--- src/rtl/sc_liveslevels_counter_pkg.sv ---
// Shared game constants for the lives/levels counter and the general FSM.
// Holds the count width and the default lives/level limits.
package sc_liveslevels_counter_pkg;

  localparam int CNT_W          = 3;
  localparam int INIT_LIVES_DEF = 3;
  localparam int MAX_LEVEL_DEF  = 5;

  typedef logic [CNT_W-1:0] cnt_t;

  typedef struct packed {
    cnt_t lives;
    cnt_t level;
    logic up;
  } cnt_state_t;

endpackage

--- src/rtl/sc_liveslevels_counter_if.sv ---
// Request/status bundle between the general FSM and the counter.
// master = FSM side, slave = counter side.
interface sc_liveslevels_counter_if;
  import sc_liveslevels_counter_pkg::*;

  logic SC_LIVESLEVELS_COUNTER_NewGame_InLow;
  logic SC_LIVESLEVELS_COUNTER_contador_vidas_InLow;
  logic SC_LIVESLEVELS_COUNTER_contador_niveles_InLow;
  cnt_t SC_LIVESLEVELS_COUNTER_Lives_Out;
  cnt_t SC_LIVESLEVELS_COUNTER_Level_Out;
  logic SC_LIVESLEVELS_COUNTER_COMPARATOR_LIVES;
  logic SC_LIVESLEVELS_COUNTER_COMPARATOR_LEVELS;
  logic SC_LIVESLEVELS_COUNTER_LevelUp_OutHigh;

  modport master (
    output SC_LIVESLEVELS_COUNTER_NewGame_InLow,
    output SC_LIVESLEVELS_COUNTER_contador_vidas_InLow,
    output SC_LIVESLEVELS_COUNTER_contador_niveles_InLow,
    input  SC_LIVESLEVELS_COUNTER_Lives_Out,
    input  SC_LIVESLEVELS_COUNTER_Level_Out,
    input  SC_LIVESLEVELS_COUNTER_COMPARATOR_LIVES,
    input  SC_LIVESLEVELS_COUNTER_COMPARATOR_LEVELS,
    input  SC_LIVESLEVELS_COUNTER_LevelUp_OutHigh
  );

  modport slave (
    input  SC_LIVESLEVELS_COUNTER_NewGame_InLow,
    input  SC_LIVESLEVELS_COUNTER_contador_vidas_InLow,
    input  SC_LIVESLEVELS_COUNTER_contador_niveles_InLow,
    output SC_LIVESLEVELS_COUNTER_Lives_Out,
    output SC_LIVESLEVELS_COUNTER_Level_Out,
    output SC_LIVESLEVELS_COUNTER_COMPARATOR_LIVES,
    output SC_LIVESLEVELS_COUNTER_COMPARATOR_LEVELS,
    output SC_LIVESLEVELS_COUNTER_LevelUp_OutHigh
  );

endinterface

--- src/rtl/sc_liveslevels_counter_edgedetect.sv ---
// Falling-edge detector for an active-low request line.
// Sample resets high so a line already low at release fires once.
module sc_edgedetect_low (
  input  logic i_clk,
  input  logic i_rst,
  input  logic i_sig,
  output logic o_event
);

  logic r_prev;

  always_ff @(posedge i_clk) begin
    if (i_rst) r_prev <= 1'b1;
    else       r_prev <= i_sig;
  end

  assign o_event = ~i_sig & r_prev;

endmodule

--- src/rtl/sc_liveslevels_counter.sv ---
// Lives/levels counter: saturating lives down-count and level up-count
// driven by edge-detected active-low requests, with a level-up pulse.
module sc_liveslevels_counter
  import sc_liveslevels_counter_pkg::*;
#(
  parameter int INIT_LIVES = INIT_LIVES_DEF,
  parameter int MAX_LEVEL  = MAX_LEVEL_DEF
) (
  input logic SC_LIVESLEVELS_COUNTER_CLOCK_50,
  input logic SC_LIVESLEVELS_COUNTER_RESET_InHigh,
  sc_liveslevels_counter_if.slave bus
);

  localparam cnt_t LP_INIT = cnt_t'(INIT_LIVES);
  localparam cnt_t LP_MAX  = cnt_t'(MAX_LEVEL);

  logic       w_clk;
  logic       w_rst;
  logic       w_ev_life;
  logic       w_ev_lvl;
  logic       w_lvl_ok;
  cnt_state_t r_st;

  assign w_clk = SC_LIVESLEVELS_COUNTER_CLOCK_50;
  assign w_rst = SC_LIVESLEVELS_COUNTER_RESET_InHigh;

  sc_edgedetect_low u_ed_vidas (
    .i_clk   (w_clk),
    .i_rst   (w_rst),
    .i_sig   (bus.SC_LIVESLEVELS_COUNTER_contador_vidas_InLow),
    .o_event (w_ev_life)
  );

  sc_edgedetect_low u_ed_niveles (
    .i_clk   (w_clk),
    .i_rst   (w_rst),
    .i_sig   (bus.SC_LIVESLEVELS_COUNTER_contador_niveles_InLow),
    .o_event (w_ev_lvl)
  );

  // Level gate uses pre-update lives, so a same-cycle last life blocks nothing.
  assign w_lvl_ok = w_ev_lvl
                  & (r_st.lives != '0)
                  & (r_st.level != LP_MAX);

  always_ff @(posedge w_clk) begin
    if (w_rst) begin
      r_st.lives <= LP_INIT;
      r_st.level <= '0;
      r_st.up    <= 1'b0;
    end else if (!bus.SC_LIVESLEVELS_COUNTER_NewGame_InLow) begin
      r_st.lives <= LP_INIT;
      r_st.level <= '0;
      r_st.up    <= 1'b0;
    end else begin
      if (w_ev_life && r_st.lives != '0)
        r_st.lives <= r_st.lives - cnt_t'(1);
      if (w_lvl_ok)
        r_st.level <= r_st.level + cnt_t'(1);
      r_st.up <= w_lvl_ok;
    end
  end

  assign bus.SC_LIVESLEVELS_COUNTER_Lives_Out  = r_st.lives;
  assign bus.SC_LIVESLEVELS_COUNTER_Level_Out  = r_st.level;
  assign bus.SC_LIVESLEVELS_COUNTER_LevelUp_OutHigh = r_st.up;
  assign bus.SC_LIVESLEVELS_COUNTER_COMPARATOR_LIVES  = (r_st.lives != '0);
  assign bus.SC_LIVESLEVELS_COUNTER_COMPARATOR_LEVELS = (r_st.level == LP_MAX);

endmodule
--- src/flat_wrapper.sv ---
// flat-port wrapper written by rule: the top's interface ports become plain ports
module sc_liveslevels_counter_flat import sc_liveslevels_counter_pkg::*;
#(
  parameter int INIT_LIVES = INIT_LIVES_DEF,
  parameter int MAX_LEVEL  = MAX_LEVEL_DEF
)
  (SC_LIVESLEVELS_COUNTER_CLOCK_50, SC_LIVESLEVELS_COUNTER_RESET_InHigh, bus_SC_LIVESLEVELS_COUNTER_NewGame_InLow, bus_SC_LIVESLEVELS_COUNTER_contador_vidas_InLow, bus_SC_LIVESLEVELS_COUNTER_contador_niveles_InLow, bus_SC_LIVESLEVELS_COUNTER_Lives_Out, bus_SC_LIVESLEVELS_COUNTER_Level_Out, bus_SC_LIVESLEVELS_COUNTER_COMPARATOR_LIVES, bus_SC_LIVESLEVELS_COUNTER_COMPARATOR_LEVELS, bus_SC_LIVESLEVELS_COUNTER_LevelUp_OutHigh);
  sc_liveslevels_counter_if bus_i ();
  input logic SC_LIVESLEVELS_COUNTER_CLOCK_50;
  input logic SC_LIVESLEVELS_COUNTER_RESET_InHigh;
  input wire logic [$bits(bus_i.SC_LIVESLEVELS_COUNTER_NewGame_InLow)-1:0] bus_SC_LIVESLEVELS_COUNTER_NewGame_InLow;
  input wire logic [$bits(bus_i.SC_LIVESLEVELS_COUNTER_contador_vidas_InLow)-1:0] bus_SC_LIVESLEVELS_COUNTER_contador_vidas_InLow;
  input wire logic [$bits(bus_i.SC_LIVESLEVELS_COUNTER_contador_niveles_InLow)-1:0] bus_SC_LIVESLEVELS_COUNTER_contador_niveles_InLow;
  output wire logic [$bits(bus_i.SC_LIVESLEVELS_COUNTER_Lives_Out)-1:0] bus_SC_LIVESLEVELS_COUNTER_Lives_Out;
  output wire logic [$bits(bus_i.SC_LIVESLEVELS_COUNTER_Level_Out)-1:0] bus_SC_LIVESLEVELS_COUNTER_Level_Out;
  output wire logic [$bits(bus_i.SC_LIVESLEVELS_COUNTER_COMPARATOR_LIVES)-1:0] bus_SC_LIVESLEVELS_COUNTER_COMPARATOR_LIVES;
  output wire logic [$bits(bus_i.SC_LIVESLEVELS_COUNTER_COMPARATOR_LEVELS)-1:0] bus_SC_LIVESLEVELS_COUNTER_COMPARATOR_LEVELS;
  output wire logic [$bits(bus_i.SC_LIVESLEVELS_COUNTER_LevelUp_OutHigh)-1:0] bus_SC_LIVESLEVELS_COUNTER_LevelUp_OutHigh;
  assign bus_i.SC_LIVESLEVELS_COUNTER_NewGame_InLow = bus_SC_LIVESLEVELS_COUNTER_NewGame_InLow;
  assign bus_i.SC_LIVESLEVELS_COUNTER_contador_vidas_InLow = bus_SC_LIVESLEVELS_COUNTER_contador_vidas_InLow;
  assign bus_i.SC_LIVESLEVELS_COUNTER_contador_niveles_InLow = bus_SC_LIVESLEVELS_COUNTER_contador_niveles_InLow;
  assign bus_SC_LIVESLEVELS_COUNTER_Lives_Out = bus_i.SC_LIVESLEVELS_COUNTER_Lives_Out;
  assign bus_SC_LIVESLEVELS_COUNTER_Level_Out = bus_i.SC_LIVESLEVELS_COUNTER_Level_Out;
  assign bus_SC_LIVESLEVELS_COUNTER_COMPARATOR_LIVES = bus_i.SC_LIVESLEVELS_COUNTER_COMPARATOR_LIVES;
  assign bus_SC_LIVESLEVELS_COUNTER_COMPARATOR_LEVELS = bus_i.SC_LIVESLEVELS_COUNTER_COMPARATOR_LEVELS;
  assign bus_SC_LIVESLEVELS_COUNTER_LevelUp_OutHigh = bus_i.SC_LIVESLEVELS_COUNTER_LevelUp_OutHigh;
  sc_liveslevels_counter #(.INIT_LIVES(INIT_LIVES), .MAX_LEVEL(MAX_LEVEL)) u_core (.SC_LIVESLEVELS_COUNTER_CLOCK_50(SC_LIVESLEVELS_COUNTER_CLOCK_50), .SC_LIVESLEVELS_COUNTER_RESET_InHigh(SC_LIVESLEVELS_COUNTER_RESET_InHigh), .bus(bus_i));
endmodule
--- config.mk ---
export PLATFORM = sky130hd
export DESIGN_NAME = sc_liveslevels_counter_flat
export DESIGN_NICKNAME = d
export VERILOG_FILES = /design/src/rtl/sc_liveslevels_counter_pkg.sv /design/src/rtl/sc_liveslevels_counter_if.sv /design/src/rtl/sc_liveslevels_counter_edgedetect.sv /design/src/rtl/sc_liveslevels_counter.sv /design/src/flat_wrapper.sv
export SDC_FILE = /design/constraint.sdc
export NUM_CORES = 1
export LEC_CHECK = 0
export ABC_AREA = 1
export CAP_MARGIN = 20
export CORE_AREA = 2 2 39 41
export DETAILED_ROUTE_END_ITERATION = 6
export DIE_AREA = 0 0 41 43
export SYNTH_ARGS = -nofsm -noshare
export SYNTH_HDL_FRONTEND = slang
export SYNTH_SLANG_ARGS = --single-unit
--- constraint.sdc ---
create_clock -name SC_LIVESLEVELS_COUNTER_CLOCK_50 -period 2.9 [get_ports SC_LIVESLEVELS_COUNTER_CLOCK_50]
set_input_delay 0.87 -clock SC_LIVESLEVELS_COUNTER_CLOCK_50 [delete_from_list [all_inputs] [get_ports SC_LIVESLEVELS_COUNTER_CLOCK_50]]
set_output_delay 0.87 -clock SC_LIVESLEVELS_COUNTER_CLOCK_50 [all_outputs]
set_load 0.01 [all_outputs]
# Yosys cells after proc, flatten, opt, wreduce, memory -nomap -nowiden
# Index checks and enable logic that the tools add are counted.
[totals] reg_bits=9 latch_bits=0 input_bits=5 wordCells=19 mem_bits_rw=0 memories=0 mem_bits_ro=0 out_inout_bits=9
[op_classes] n_mux=0 n_eq_ne=2 n_div=0 shifts=0 magnitude_cmp=0 add_sub_neg=2 n_bitwise=7 n_reduce_logical=3 n_mul=0
[op_table] op="$and A1 B1 Y1" n=4
[op_table] op="$add A3 B1 Y3 const B" n=1
[op_table] op="$eq A3 B3 Y1 const B" n=1
[op_table] op="$ne A3 B3 Y1 const B" n=1
[op_table] op="$not A1 Y1" n=3
[op_table] op="$reduce_bool A3 Y1" n=1
[op_table] op="$sub A3 B1 Y3 const B" n=1
[op_table] op="$reduce_or A2 Y1" n=1
[op_table] op="$logic_and A1 B1 Y1" n=1

# Depth between registers and ports, before layout
[depth] ltp_word=4 mapped_depth=8 depth_no_buf=8

# Cells and area by module
# A second synthesis with hierarchy kept.
[unflattened] cells_unflattened=61 hier_area_um2=444.2
[modules_own_cells] mod="sc_liveslevels_counter" area_each_um2=366.6 seq_area_each_um2=140.1 instances=1 cells_each=49
[modules_own_cells] mod="sc_edgedetect_low" area_each_um2=38.8 seq_area_each_um2=20.0 instances=2 cells_each=6

# Least setup slack after synthesis
# OpenSTA, ideal clock, no wires.
[synth_path] kind="reg-to-output" start="register u_core.r_st (netlist bit u_core.bus.SC_LIVESLEVELS_COUNTER_Lives_Out[0])" end="output port bus_SC_LIVESLEVELS_COUNTER_COMPARATOR_LIVES" setup_slack_ns=1.224 arrival_ns=0.806 required_ns=2.030 path_buffers=0 path_stages_with_launch=4 path_cell_list="dfxtp_1 inv_1 ha_1 nand2_4"
[synth_between] elab_chain_len=1
[synth_lines] item="start, declared" line_no="sc_liveslevels_counter.sv:22" rtl="cnt_state_t r_st;"
[synth_lines] item="$reduce_bool A3 Y1" line_no="sc_liveslevels_counter.sv:67" rtl="assign bus.SC_LIVESLEVELS_COUNTER_COMPARATOR_LIVES = (r_st.lives != '0);"
[synth_lines] item="end, declared" line_no="flat_wrapper.sv:16" rtl="output wire logic [$bits(bus_i.SC_LIVESLEVELS_COUNTER_COMPARATOR_LIVES)-1:0] bus_SC_LIVESLEVELS_COUNTER_COMPAR ..."
# Every way passes these cells.

# Worst setup path in the final report
# Same ends and word-level chain as after synthesis.

==> reports/metrics.yaml <==
antenna_found_initial: 0
fillers: 148
cts_sinks: 9
outcome: "finished clean"
highest_layer: "met4"
grt_usage_pct: 12.0
rows: 14
timing.fmax_mhz: 411
p_leak_nw: 0.313
die_area_sq_um: 1760
start_util_pct: 32.9
tightest_slew_ps: 198
power_switching_uw: 64.8
yosysSeqAreaShare_pct: 39.6
min_path_cells: 2
regToRegSetupSlack_ps: 1710
synth_fp_nets: 67
rsz0062_at_grt: "no"
postCtsSetupBuffers: 0
nets: 85
place_inst: 87
drt-initial-drc-count: 3
slew_viol_final: 0
avgSynthCellArea_sq_um: 7.85
setup-violations-final: 0
core_sq_um: 1380
vias_per_cell: 4.62
cts_hold_buf: 0
ant_nets: 0
instances_no_fill: 91
yosys_warnings: 0
max_slew_margin_pct: 86.8
cts_max_level: 1
grt_pass1_vias: 338
path_cells: "inv_1 > ha_1 > nand2_4 > clkdlybuf4s50_1"
vias: 420
dp_hpwl_microns: 658
cellPowerDensity_nw_per_um2: 416
met1_length_microns: 349
internal-power_uw: 198
port_buffers: 13
finalCritPeriodShare_pct: 84.0
io_pins: 14
path_clk_slew_ps: 60
ys_ff_latch: 9
clockPowerShare_pct: 37.1
met2WireLength_microns: 424
crit_required_ps: 2030
insertion_delay_ps: 260
maxCapViolations: 0
fin_skew_ps: 2.79
dr.pass1.iters: 4
vdd_ir_drop_max_mv: 0.225
syn_to_final_growth_pct: 38.7
grt_pass1_wl_microns: 1320
drt-total-wl_microns: 825
drc: 0
numCtsBuffers: 3
cts-root-buf: "clkbuf_4"
cp_slowest_cell: "clkdlybuf4s50_1"
cts_tree: "done"
syn_area_sq_um: 455
power.share.combinational_pct: 13.0
hold_viol: 0
die_w_microns: 41
final.setup.tns_ps: 0
worstPathArrival_ps: 1570
dr_wl_met3_microns: 33
antenna_cells: 0
critPathMaxFanout: 5
worstSetupPathType: "flop to output port"
wl_per_cell_microns: 9.07
max_stage_delay_ps: 540
drive_gt1_share_pct: 14.7
final_core_util_pct: 45.7
chipHeight_microns: 43
syn_inst: 58
end_kind: "output port"
hold_path_class: "flop to flop"
start_kind: "flop"
gp_congestion: 0.668
min_period_ps: 2440
whs_ps: 482
reg2reg_depth: 6
switching_share_pct: 24.6
ctsResizeCount: 0
clk_path_buf_depth: 2
power_uw: 263
synth_cell_types: 16
sequentialPowerShare_pct: 49.9
overflow: 0
grt_start_max_net_pins: 7
critical path: cells and delay by family (launching register included):
kind | cells | cell delay [ps]
flip-flops | 1 | 340
adder cells (fa/ha/maj) | 1 | 240
buffers and inverters | 2 | 620
AND/OR/NAND/NOR | 1 | 110
worst paths after layout:
path	startpoint	to
hold reg to reg	u_core.bus.SC_LIVESLEVELS_COUNTER_Lives_Out[0]	u_core.bus.SC_LIVESLEVELS_COUNTER_Lives_Out[0]
setup reg to reg	u_core.bus.SC_LIVESLEVELS_COUNTER_Lives_Out[0]	u_core.bus.SC_LIVESLEVELS_COUNTER_Level_Out[2]
hold / removal	u_core.bus.SC_LIVESLEVELS_COUNTER_Lives_Out[0]	u_core.bus.SC_LIVESLEVELS_COUNTER_Lives_Out[0]
setup / recovery	u_core.bus.SC_LIVESLEVELS_COUNTER_Lives_Out[0]	bus_SC_LIVESLEVELS_COUNTER_COMPARATOR_LIVES
per-layer routing:
layer,track usage [%],vias to the layer above
li1,-,215
met2,16.6,11
met3,4.71,4
met5,0,-
met1,12.9,190
met4,12.0,0
layout by cell type, fill, tap and decap left out, types with 2 or more instances in the layout:
master	n
inv_1	10
inv_2	3
nor2_1	6
nand2_1	11
a21oi_1	3
clkdlybuf4s50_1	13
nand4_1	3
nand3_1	2
clkbuf_4	3
dfxtp_1	9
ha_1	4
power by group through the flow:
stage / sequential [mW] / combinational, mW / clock, mW
after global routing: 0.132 / 0.0386 / 0.110
after global placement: 0.134 / 0.0346 / 0
after CTS: 0.131 / 0.0349 / 0.105
final: 0.131 / 0.0343 / 0.0976
after floorplan: 0.135 / 0.0180 / 0
after detailed placement: 0.134 / 0.0348 / 0
sequential cells by signal (all words and copies together) (netlist names):
| signal | flops |
|---|---|
| u_core.bus.SC_LIVESLEVELS_COUNTER_LevelUp_OutHigh | 1 |
| u_core.bus.SC_LIVESLEVELS_COUNTER_Level_Out | 3 |
| u_core.bus.SC_LIVESLEVELS_COUNTER_Lives_Out | 3 |
| u_core.u_ed_niveles.r_prev | 1 |
| u_core.u_ed_vidas.r_prev | 1 |
per-stage QoR:
stage / setup slack, ps / area, sq um
global route: 384 / 632
CTS: 444 / 632
floorplan: 1220 / 455
finish: 465 / 632
global placement: 756 / 606
detailed placement: 737 / 606
final cells by class:
cell class	instances	area (sq um)	share of cell area [%]
multi-input combinational	36	226	35.8
sequential	9	180	28.5
timing repair buffer	13	130	20.6
inverter	13	48.8	7.72
clock buffer	4	26.3	4.16
tap	16	20.0	3.17
kinds of logic (layout without fill, tap and decap cells):
logic type	after synthesis	in the layout	share of synthesized area [%]
AND/OR/NAND/NOR	28	28	33.8
buffers and inverters	13	30	10.7
flip-flops	9	9	39.6
adder cells (fa/ha/maj)	4	4	11.0
AO/OA/AOI/OAI	4	4	4.94
synth_stat cells (all sizes together):
cell type,instances,area (sq um)
nand2,13,58.8
a21oi,3,15.0
nand4,3,18.8
nand3,4,37.5
nor3,1,5.00
nor2,7,33.8
dfxtp,9,180
o211ai,1,7.51
inv,13,48.8
ha,4,50.1
Note: power is estimated with default switching activity, not from simulation.
